==> src/rtl/restador_pkg.sv <==
// restador_pkg: shared width default and golden subtract reference used by
// the restador_reg assertions and its bench.
package restador_pkg;
    localparam int RESTADOR_WIDTH_DEF = 5;
    function automatic logic [RESTADOR_WIDTH_DEF:0] sub_ref(
        input logic [RESTADOR_WIDTH_DEF-1:0] a,
        input logic [RESTADOR_WIDTH_DEF-1:0] b
    );
        logic [RESTADOR_WIDTH_DEF:0] t;
        t = {1'b0, a} - {1'b0, b};
        return {~t[RESTADOR_WIDTH_DEF], t[RESTADOR_WIDTH_DEF-1:0]};
    endfunction
endpackage

==> src/rtl/restador_bit.sv <==
// restador_bit: one-bit full subtractor cell of the ripple-borrow chain.
module restador_bit (
    input  logic i_a,
    input  logic i_b,
    input  logic i_bin,
    output logic o_d,
    output logic o_bout
);
    assign o_d    = i_a ^ i_b ^ i_bin;
    assign o_bout = (~i_a & i_b) | (~(i_a ^ i_b) & i_bin);
endmodule

==> src/rtl/restador_reg.sv <==
// restador_reg: registered ripple-borrow subtractor with a no-borrow flag.
// Defining RESTADOR_OVF_EN adds the registered signed-overflow output ovf.
module restador_reg
    import restador_pkg::*;
#(
    parameter int WIDTH = RESTADOR_WIDTH_DEF
) (
    input  logic             clk,
    input  logic             rst,
    input  logic             in_valid,
    input  logic [WIDTH-1:0] minuendo,
    input  logic [WIDTH-1:0] sustraendo,
    output logic             out_valid,
    output logic [WIDTH-1:0] restador,
    output logic             C_out
`ifdef RESTADOR_OVF_EN
    ,
    output logic             ovf
`endif
);
    logic [WIDTH:0]   w_bor;
    logic [WIDTH-1:0] w_diff;
    logic [WIDTH-1:0] r_diff;
    logic             r_c;
    logic             r_valid;

    assign w_bor[0] = 1'b0;

    genvar i;
    generate
        for (i = 0; i < WIDTH; i++) begin : g_bit
            restador_bit u_bit (
                .i_a    (minuendo[i]),
                .i_b    (sustraendo[i]),
                .i_bin  (w_bor[i]),
                .o_d    (w_diff[i]),
                .o_bout (w_bor[i+1])
            );
        end
    endgenerate

    always_ff @(posedge clk) begin
        if (rst) begin
            r_valid <= 1'b0;
            r_diff  <= '0;
            r_c     <= 1'b0;
        end else begin
            r_valid <= in_valid;
            if (in_valid) begin
                r_diff <= w_diff;
                r_c    <= ~w_bor[WIDTH];
            end
        end
    end

    assign out_valid = r_valid;
    assign restador  = r_diff;
    assign C_out     = r_c;

`ifdef RESTADOR_OVF_EN
    logic r_ovf;
    always_ff @(posedge clk) begin
        if (rst)
            r_ovf <= 1'b0;
        else if (in_valid)
            r_ovf <= (minuendo[WIDTH-1] != sustraendo[WIDTH-1]) && (w_diff[WIDTH-1] != minuendo[WIDTH-1]);
    end
    assign ovf = r_ovf;
`endif

    generate
        if (WIDTH == RESTADOR_WIDTH_DEF) begin : g_chk
            // the chain must agree with the reference on every captured operation
            a_ref: assert property (@(posedge clk) disable iff (rst)
                in_valid |=> {C_out, restador} == sub_ref($past(minuendo), $past(sustraendo)));
        end
    endgenerate
endmodule

==> config.mk <==
export PLATFORM = sky130hd
export DESIGN_NAME = restador_reg
export DESIGN_NICKNAME = d
export VERILOG_FILES = /design/src/rtl/restador_pkg.sv /design/src/rtl/restador_bit.sv /design/src/rtl/restador_reg.sv
export SDC_FILE = /design/constraint.sdc
export NUM_CORES = 1
export LEC_CHECK = 0
export CAP_MARGIN = 10
export CELL_PAD_IN_SITES_DETAIL_PLACEMENT = 0
export CELL_PAD_IN_SITES_GLOBAL_PLACEMENT = 2
export CORE_MARGIN = 4
export CORE_UTILIZATION = 20
export CTS_CLUSTER_DIAMETER = 120
export CTS_CLUSTER_SIZE = 10
export DETAILED_ROUTE_END_ITERATION = 12
export MAX_ROUTING_LAYER = met4
export PLACE_DENSITY_LB_ADDON = 0.1
export SYNTH_ARGS = -nofsm -noshare
export SYNTH_HDL_FRONTEND = slang
export SYNTH_SLANG_ARGS = --single-unit
==> constraint.sdc <==
create_clock -name clk -period 7.75 [get_ports clk]
set_input_delay 1.9375 -clock clk [delete_from_list [all_inputs] [get_ports clk]]
set_output_delay 1.9375 -clock clk [all_outputs]
set_load 0.02 [all_outputs]
==> flow_summary.ini, run 1 <==
[status]
status = completed

[sta]
hold_viol = 0
tightest_slew_ps = 433
final-setup-viol-count = 0
finalSetupTns_ps = 0
finalCriticalPeriod_ps = 4310
fmax_ghz = 0.232
skew_ps = 0
rsz0062_at_grt = no
final.period_utilization_pct = 55.6
slew_viol_final = 0
slew_headroom_pct = 71.0

[synthesis]
ys_seq_area_share_pct = 41.6
synth_nets = 49
yosysWarnings = 0
syn_area_per_cell_um2 = 10.9
ys_ff_latch = 7
netlist_top_cells_area = dfxtp_1 42%, fa_1 24%, a211oi_1 13%
synth_top_area_share_pct = 41.6
yosys.cell_types.count = 8
syn_area_um2 = 337
netlist.top_cell.by_area = dfxtp_1
syn_inst = 31

[setup_path]
cp_slowest_cell = clkdlybuf4s50_1
critPathBufInv = 2
worst-setup-path-type = in2reg
worstPathRequired_ps = 7910
worstSetupStartpointType = input port
critPathArrivalTime_ps = 4470
setup.worst_path.end_class = register
max_stage_delay_ps = 450
worstPathCellList = clkdlybuf4s50_1 > inv_1 > ha_1 > fa_1 > fa_1 > fa_1 > fa_1 > a211oi_1
cp_max_fo = 1
crit_path_frequent_cell = fa_1
cpLargestDelayFamily = adder cells

[detailed_routing]
ant_nets = 0
num_vias = 289
drt_iter0_drc = 0
viasPerCell = 4.19
dr.pass1.iters = 1
drc_errors = 0
wirelength_um = 772
wl_per_cell_um = 11.2

[final_layout]
syn_to_final_growth_pct = 66.9
drive_above_1_share_pct = 5.66
multiInputGateArea_um2 = 166
final_common_cell = clkdlybuf4s50_1
seq_area_um2 = 140
finalNonFillerCells = 69
largest_reg_flops = 5
nNetsFinal = 72
most-common-layout-cells = 19 x clkdlybuf4s50_1, 7 x dfxtp_1, 6 x nor2_1, 6 x a211oi_1, 5 x inv_1
nFillCells = 170
diodes = 0

[global_route]
grt_pass1_vias = 290
grt.total_usage_pct = 6.91
grt_max_degree = 14
grt-ovfl-total = 0
grt_pass1_wl_um = 1260
antenna_found_initial = 0

[placed_design]
finalWeightedCongestion = 0.634
hpwl_um = 649
port_buffers = 19
dp.cells = 65

[clock_tree]
cts_resized = 0
post_cts_buffers = 0
clk_pin_slew_ps = 50
cts.sinks = 7
htreeDepth = 1
ctsHoldBuffers = 0
ctsLongestPathBuffers = 2
clk-insertion-delay-late_ps = 250
cts_tree = done
cts_buffers = 3
root_buffer = clkbuf_4

[floorplanning]
die_w_um = 49.0
fp.dieH_um = 49.0
dieArea_mm2 = 0.00240
coreArea_mm2 = 0.00154
rows = 14
io_pins = 20
initial_core_util_pct = 21.8

[flow_run]
maxCapViolCount = 0

[power]
p_per_area_mw_per_mm2 = 178
total_power_mw = 0.0998
p_leak_nw = 0.230
ir_drop_uv = 86.3

[hold_path]
hp-class = reg2reg
where the power goes:
group	switching (mW)	internal (mW)	leakage, nW
Clock	0.0136	0.0197	0.0150
Sequential	0.00140	0.0391	0.0583
Combinational	0.0115	0.0145	0.157
Total	0.0265	0.0733	0.230
cell usage after synthesis:
cell type / count
a211oi_1: 6
nor2b_1: 1
inv_1: 5
buf_6: 1
nor2_1: 6
dfxtp_1: 7
ha_1: 1
fa_1: 4
routing by layer:
layer | global-route usage [%] | vias to the layer above | part of all wire [%]
met1 | 7.06 | 132 | 36
met5 | - | - | 0
li1 | - | 143 | -
met3 | 5.20 | 0 | 11
met2 | 10.7 | 14 | 52
met4 | 1.35 | 0 | 0
final cells by class:
type | count | share of cell area (%)
well taps | 16 | 3.56
flip-flops and latches | 7 | 24.9
clock buffers | 4 | 4.68
repair buffers | 19 | 33.9
multi-input cells | 18 | 29.6
inverters | 5 | 3.34
cell families (layout without fill, tap and decap cells):
family,Yosys count,after routing,share of synthesized area (%)
adders and majority gates,5,5,27.5
DFF,7,7,41.6
and+or+nand+nor,7,7,8.55
AOI/OAI and AO/OA,6,6,13.4
buffers and inverters,6,28,8.92
path summary, 6_finish.rpt:
path / from / cells after the start / slack [ps] / endpoint
setup / recovery: minuendo[0] / 8 / 3440 / restador[4]
hold / removal: restador[3] / 2 / 480 / restador[3]
setup reg to reg: restador[4] / 2 / 7070 / restador[4]
hold reg to reg: restador[3] / 2 / 480 / restador[3]
metrics by stage:
stage          area (um^2)  setup slack (ps)  util [%]  hold WS (ps)
2_1_floorplan          337              3760         -           547
3_3_place_gp           536              3220      34.7           469
3_5_place_dp           536              3130      34.7           479
4_1_cts                562              3390      36.4           486
5_1_grt                562              3350      36.4           498
6_report               562              3440      36.4           479
worst reg2reg max path, stage by stage, from the launching register on:
cell,delay (ps)
dfxtp_1,330
nor2_1,40
a211oi_1,220
Power figures use the tool's default switching activity.
==> run 2, diff against run 1 <==
--- a/config.mk
+++ b/config.mk
@@ -9,7 +9,7 @@
 export CELL_PAD_IN_SITES_DETAIL_PLACEMENT = 0
 export CELL_PAD_IN_SITES_GLOBAL_PLACEMENT = 2
 export CORE_MARGIN = 4
-export CORE_UTILIZATION = 20
+export CORE_UTILIZATION = 17
 export CTS_CLUSTER_DIAMETER = 120
 export CTS_CLUSTER_SIZE = 10
 export DETAILED_ROUTE_END_ITERATION = 12
==> constraint.sdc (replaced) <==
create_clock -name clk -period 3.83 [get_ports clk]
set_input_delay 0.9575 -clock clk [delete_from_list [all_inputs] [get_ports clk]]
set_output_delay 0.9575 -clock clk [all_outputs]
set_load 0.02 [all_outputs]
==> flow_summary.ini, run 2 (synthesized netlist as in run 1, its figures left out) <==
[status]
status = completed

[placed_design]
hpwl_um = 634
port_buffers = 19
dp.cells = 74
finalWeightedCongestion = 0.625
placedInstanceArea_um2 = 547
post-place-ws_ps = 228

[clock_tree]
ctsHoldBuffers = 0
htreeDepth = 1
cts_tree = done
ctsLongestPathBuffers = 2
clk-insertion-delay-late_ps = 240
cts_resized = 0
root_buffer = clkbuf_4
clk_pin_slew_ps = 50
cts_buffers = 3
post_cts_buffers = 0
cts.sinks = 7

[global_route]
grt.total_usage_pct = 7.59
antenna_found_initial = 0
grt_pass1_wl_um = 1350
gr-max-usage-layer = met2
grt-ovfl-total = 0
use_met3_pct = 3.13
grt.met2_usage_pct = 11.2
use_met1_pct = 7.28
grt_max_degree = 14
grt_pass1_vias = 301

[detailed_routing]
drt_iter0_drc = 1
ant_nets = 0
viasPerCell = 3.51
wirelength_um = 765
wl_per_cell_um = 9.81
drc_errors = 0
num_vias = 274
dr.pass1.iters = 2

[sta]
tightest_slew_ps = 419
final-setup-viol-count = 0
fmax_ghz = 0.300
hold_viol = 0
slew_headroom_pct = 72.0
skew_ps = 0
finalCriticalPeriod_ps = 3330
finalSetupTns_ps = 0
final.period_utilization_pct = 86.9
hold_ws_ps = 477
slew_viol_final = 0
rsz0062_at_grt = no
worst_slack_ps = 502

[final_layout]
fin_area_um2 = 573
syn_to_final_growth_pct = 70.3
largest_reg_flops = 5
final_common_cell = clkdlybuf4s50_1
finalNonFillerCells = 78
diodes = 0
drive_above_1_share_pct = 5.66
nNetsFinal = 72
final_core_util_pct = 31.8
most-common-layout-cells = 19 x clkdlybuf4s50_1, 7 x dfxtp_1, 6 x nor2_1, 6 x a211oi_1, 5 x inv_1

[floorplanning]
die_w_um = 52.5
dieArea_mm2 = 0.00276
initial_core_util_pct = 18.7
io_pins = 20
coreArea_mm2 = 0.00180
rows = 15
fp.dieH_um = 52.5

[power]
p_per_area_mw_per_mm2 = 351
p_int_mw = 0.148
total_power_mw = 0.201
swShare_pct = 26.3
p_leak_nw = 0.230
power_switching_mw = 0.0529
seqPwrFrac_pct = 40.9
ir_drop_uv = 77.8
clockPowerShare_pct = 33.2
power_frac_comb_pct = 26.0

[setup_path]
critPathArrivalTime_ps = 3500
worstSetupStartpointType = input port
cp_max_fo = 1
setup.worst_path.end_class = register
worstPathRequired_ps = 4000
worst-setup-path-type = in2reg

[hold_path]
hp-class = reg2reg

[flow_run]
maxCapViolCount = 0
==> run 2: layout make-up <==
type                    instances  area (um^2)
inverters                       5         18.8
well taps                      25         31.3
flip-flops and latches          7          140
multi-input cells              18          166
fillers                       203         1230
clock buffers                   4         26.3
repair buffers                 19          190
==> run 2: layer usage <==
| metal | routed length, um | share of wire [%] |
|---|---|---|
| met5 | 0 | 0 |
| met1 | 282 | 37 |
| met2 | 386 | 50 |
| met3 | 86 | 11 |
| met4 | 10 | 1.3 |
==> run 2: worst paths after layout <==
path                                    end  cells past startpoint         from  slack, ps
worst max-delay path            restador[4]                      8  minuendo[0]        500
worst min-delay path            restador[1]                      2  restador[1]        480
worst max register to register        C_out                      2        C_out       3150
worst min register to register  restador[1]                      2  restador[1]        480
==> run 2: power by group through the flow <==
| stage | clock, mW | combinational (mW) | sequential, mW |
|---|---|---|---|
| final | 0.0667 | 0.0522 | 0.0822 |
| after global routing | 0.0779 | 0.0579 | 0.0827 |
| after CTS | 0.0731 | 0.0534 | 0.0822 |
| after detailed placement | 0 | 0.0532 | 0.0838 |
| after global placement | 0 | 0.0525 | 0.0834 |
| after floorplan | 0 | 0.0161 | 0.0913 |
==> run 2: critical path, stage by stage <==
cell and delay (ps):
clkdlybuf4s50_1 450, inv_1 40, ha_1 200, fa_1 390
fa_1 400, fa_1 400, fa_1 440, a211oi_1 220
==> run 3, diff against run 2 <==
--- a/config.mk
+++ b/config.mk
@@ -8,9 +8,8 @@
 export CAP_MARGIN = 10
 export CELL_PAD_IN_SITES_DETAIL_PLACEMENT = 0
 export CELL_PAD_IN_SITES_GLOBAL_PLACEMENT = 2
-export CORE_MARGIN = 4
+export CORE_MARGIN = 8
 export CORE_UTILIZATION = 17
-export CTS_CLUSTER_DIAMETER = 120
 export CTS_CLUSTER_SIZE = 10
 export DETAILED_ROUTE_END_ITERATION = 12
 export MAX_ROUTING_LAYER = met4
==> flow_summary.ini, run 3 (synthesized netlist as in run 1, its figures left out) <==
[sta]
tightest_slew_ps = 409
final.period_utilization_pct = 86.8
slew_headroom_pct = 72.7
skew_ps = 0
hold_viol = 0
rsz0062_at_grt = no
fmax_ghz = 0.301
slew_viol_final = 0
finalCriticalPeriod_ps = 3320
finalSetupTns_ps = 0
final-setup-viol-count = 0

[detailed_routing]
num_vias = 279
viasPerCell = 3.49
wirelength_um = 872
drt_iter0_drc = 1
drc_errors = 0
ant_nets = 0
dr.pass1.iters = 2
wl_per_cell_um = 10.9

[final_layout]
nNetsFinal = 72
largest_reg_flops = 5
diodes = 0
most-common-layout-cells = 19 x clkdlybuf4s50_1, 7 x dfxtp_1, 6 x nor2_1, 6 x a211oi_1, 5 x inv_1
seq_area_um2 = 140
drive_above_1_share_pct = 5.66
final_common_cell = clkdlybuf4s50_1
syn_to_final_growth_pct = 71.0
multiInputGateArea_um2 = 166
nFillCells = 227

[floorplanning]
coreArea_mm2 = 0.00192
rows = 16
die_w_um = 60.5
initial_core_util_pct = 17.5
dieArea_mm2 = 0.00366
io_pins = 20
fp.dieH_um = 60.5

[global_route]
grt-ovfl-total = 0
grt_pass1_vias = 313
grt_max_degree = 14
antenna_found_initial = 0
grt_pass1_wl_um = 1400
grt.total_usage_pct = 5.49

[flow_run]
maxCapViolCount = 0

[clock_tree]
post_cts_buffers = 0
cts_tree = done
cts_resized = 0
htreeDepth = 1
ctsHoldBuffers = 0
root_buffer = clkbuf_4
clk_pin_slew_ps = 50
cts_buffers = 3
cts.sinks = 7
clk-insertion-delay-late_ps = 250
ctsLongestPathBuffers = 2

[setup_path]
max_stage_delay_ps = 460
worstPathCellList = clkdlybuf4s50_1 > inv_1 > ha_1 > fa_1 > fa_1 > fa_1 > fa_1 > a211oi_1
setup.worst_path.end_class = register
r2r_start = restador[2]
crit_start = minuendo[0]
critPathArrivalTime_ps = 3490
worstSetupStartpointType = input port
worstPathRequired_ps = 4000
r2r_end = restador[2]
crit_path_frequent_cell = fa_1
reg2reg_slack_ps = 3170
cp_slowest_cell = clkdlybuf4s50_1
worst-setup-path-type = in2reg
reg2reg_depth = 2
cp_max_fo = 1
endpoint = restador[4]

[placed_design]
finalWeightedCongestion = 0.650
port_buffers = 19
hpwl_um = 724

[power]
p_per_area_mw_per_mm2 = 350
ir_drop_uv = 106
total_power_mw = 0.201
p_leak_nw = 0.230

[hold_path]
hp-class = reg2reg

[status]
status = completed
-- run 3: cell counts in the layout (fill, tap and decap cells not counted) --
No cell type changed its count.
-- run 3: worst max-delay path: cells and delay by family --
kind | cells | cell delay [ps]
adder cells (fa/ha/maj) | 5 | 1810
buffers and inverters | 2 | 500
AO/OA/AOI/OAI | 1 | 230
-- run 3: stage by stage --
| stage | instances | setup WS (ps) | cell area [um^2] | hold WS [ps] | utilization (%) |
|---|---|---|---|---|---|
| 6_report | 80 | 506 | 576 | 477 | 29.9 |
| 5_1_grt | 80 | 415 | 576 | 498 | 29.9 |
| 4_1_cts | 80 | 462 | 576 | 479 | 29.9 |
| 3_5_place_dp | 76 | 195 | 549 | 472 | 28.6 |
| 3_3_place_gp | 76 | 251 | 549 | 471 | 28.6 |
| 2_1_floorplan | 31 | 816 | 337 | 547 | - |
-- run 3: per-layer routing --
metal / vias to the layer above / track usage [%] / wire length [um]
li1: 145 / - / -
met1: 117 / 5.31 / 358
met2: 15 / 8.69 / 398
met3: 2 / 2.33 / 100
met4: 0 / 3.99 / 14
met5: - / - / 0
-- run 3: cell type report --
cell class              count  share of cell area (%)
repair buffers             19                    33.0
inverters                   5                    3.26
multi-input cells          18                    28.9
well taps                  27                    5.87
clock buffers               4                    4.57
flip-flops and latches      7                    24.3
-- run 3: report_power, final --
group	switching, mW	total [mW]	leakage, nW	internal, mW
Combinational	0.0231	0.0525	0.157	0.0294
Clock	0.0271	0.0669	0.0150	0.0398
Sequential	0.00277	0.0820	0.0583	0.0792
Total	0.0530	0.201	0.230	0.148
-- run 3: worst min-delay path by stage --
stage                      from          end  slack, ps  depth (start not counted)
floorplan           restador[1]  restador[1]        550                          2
global route        restador[3]  restador[3]        500                          2
finish              restador[3]  restador[3]        480                          2
detailed placement  restador[3]  restador[3]        470                          2
global placement    restador[2]  restador[2]        470                          2
CTS                 restador[3]  restador[3]        480                          2
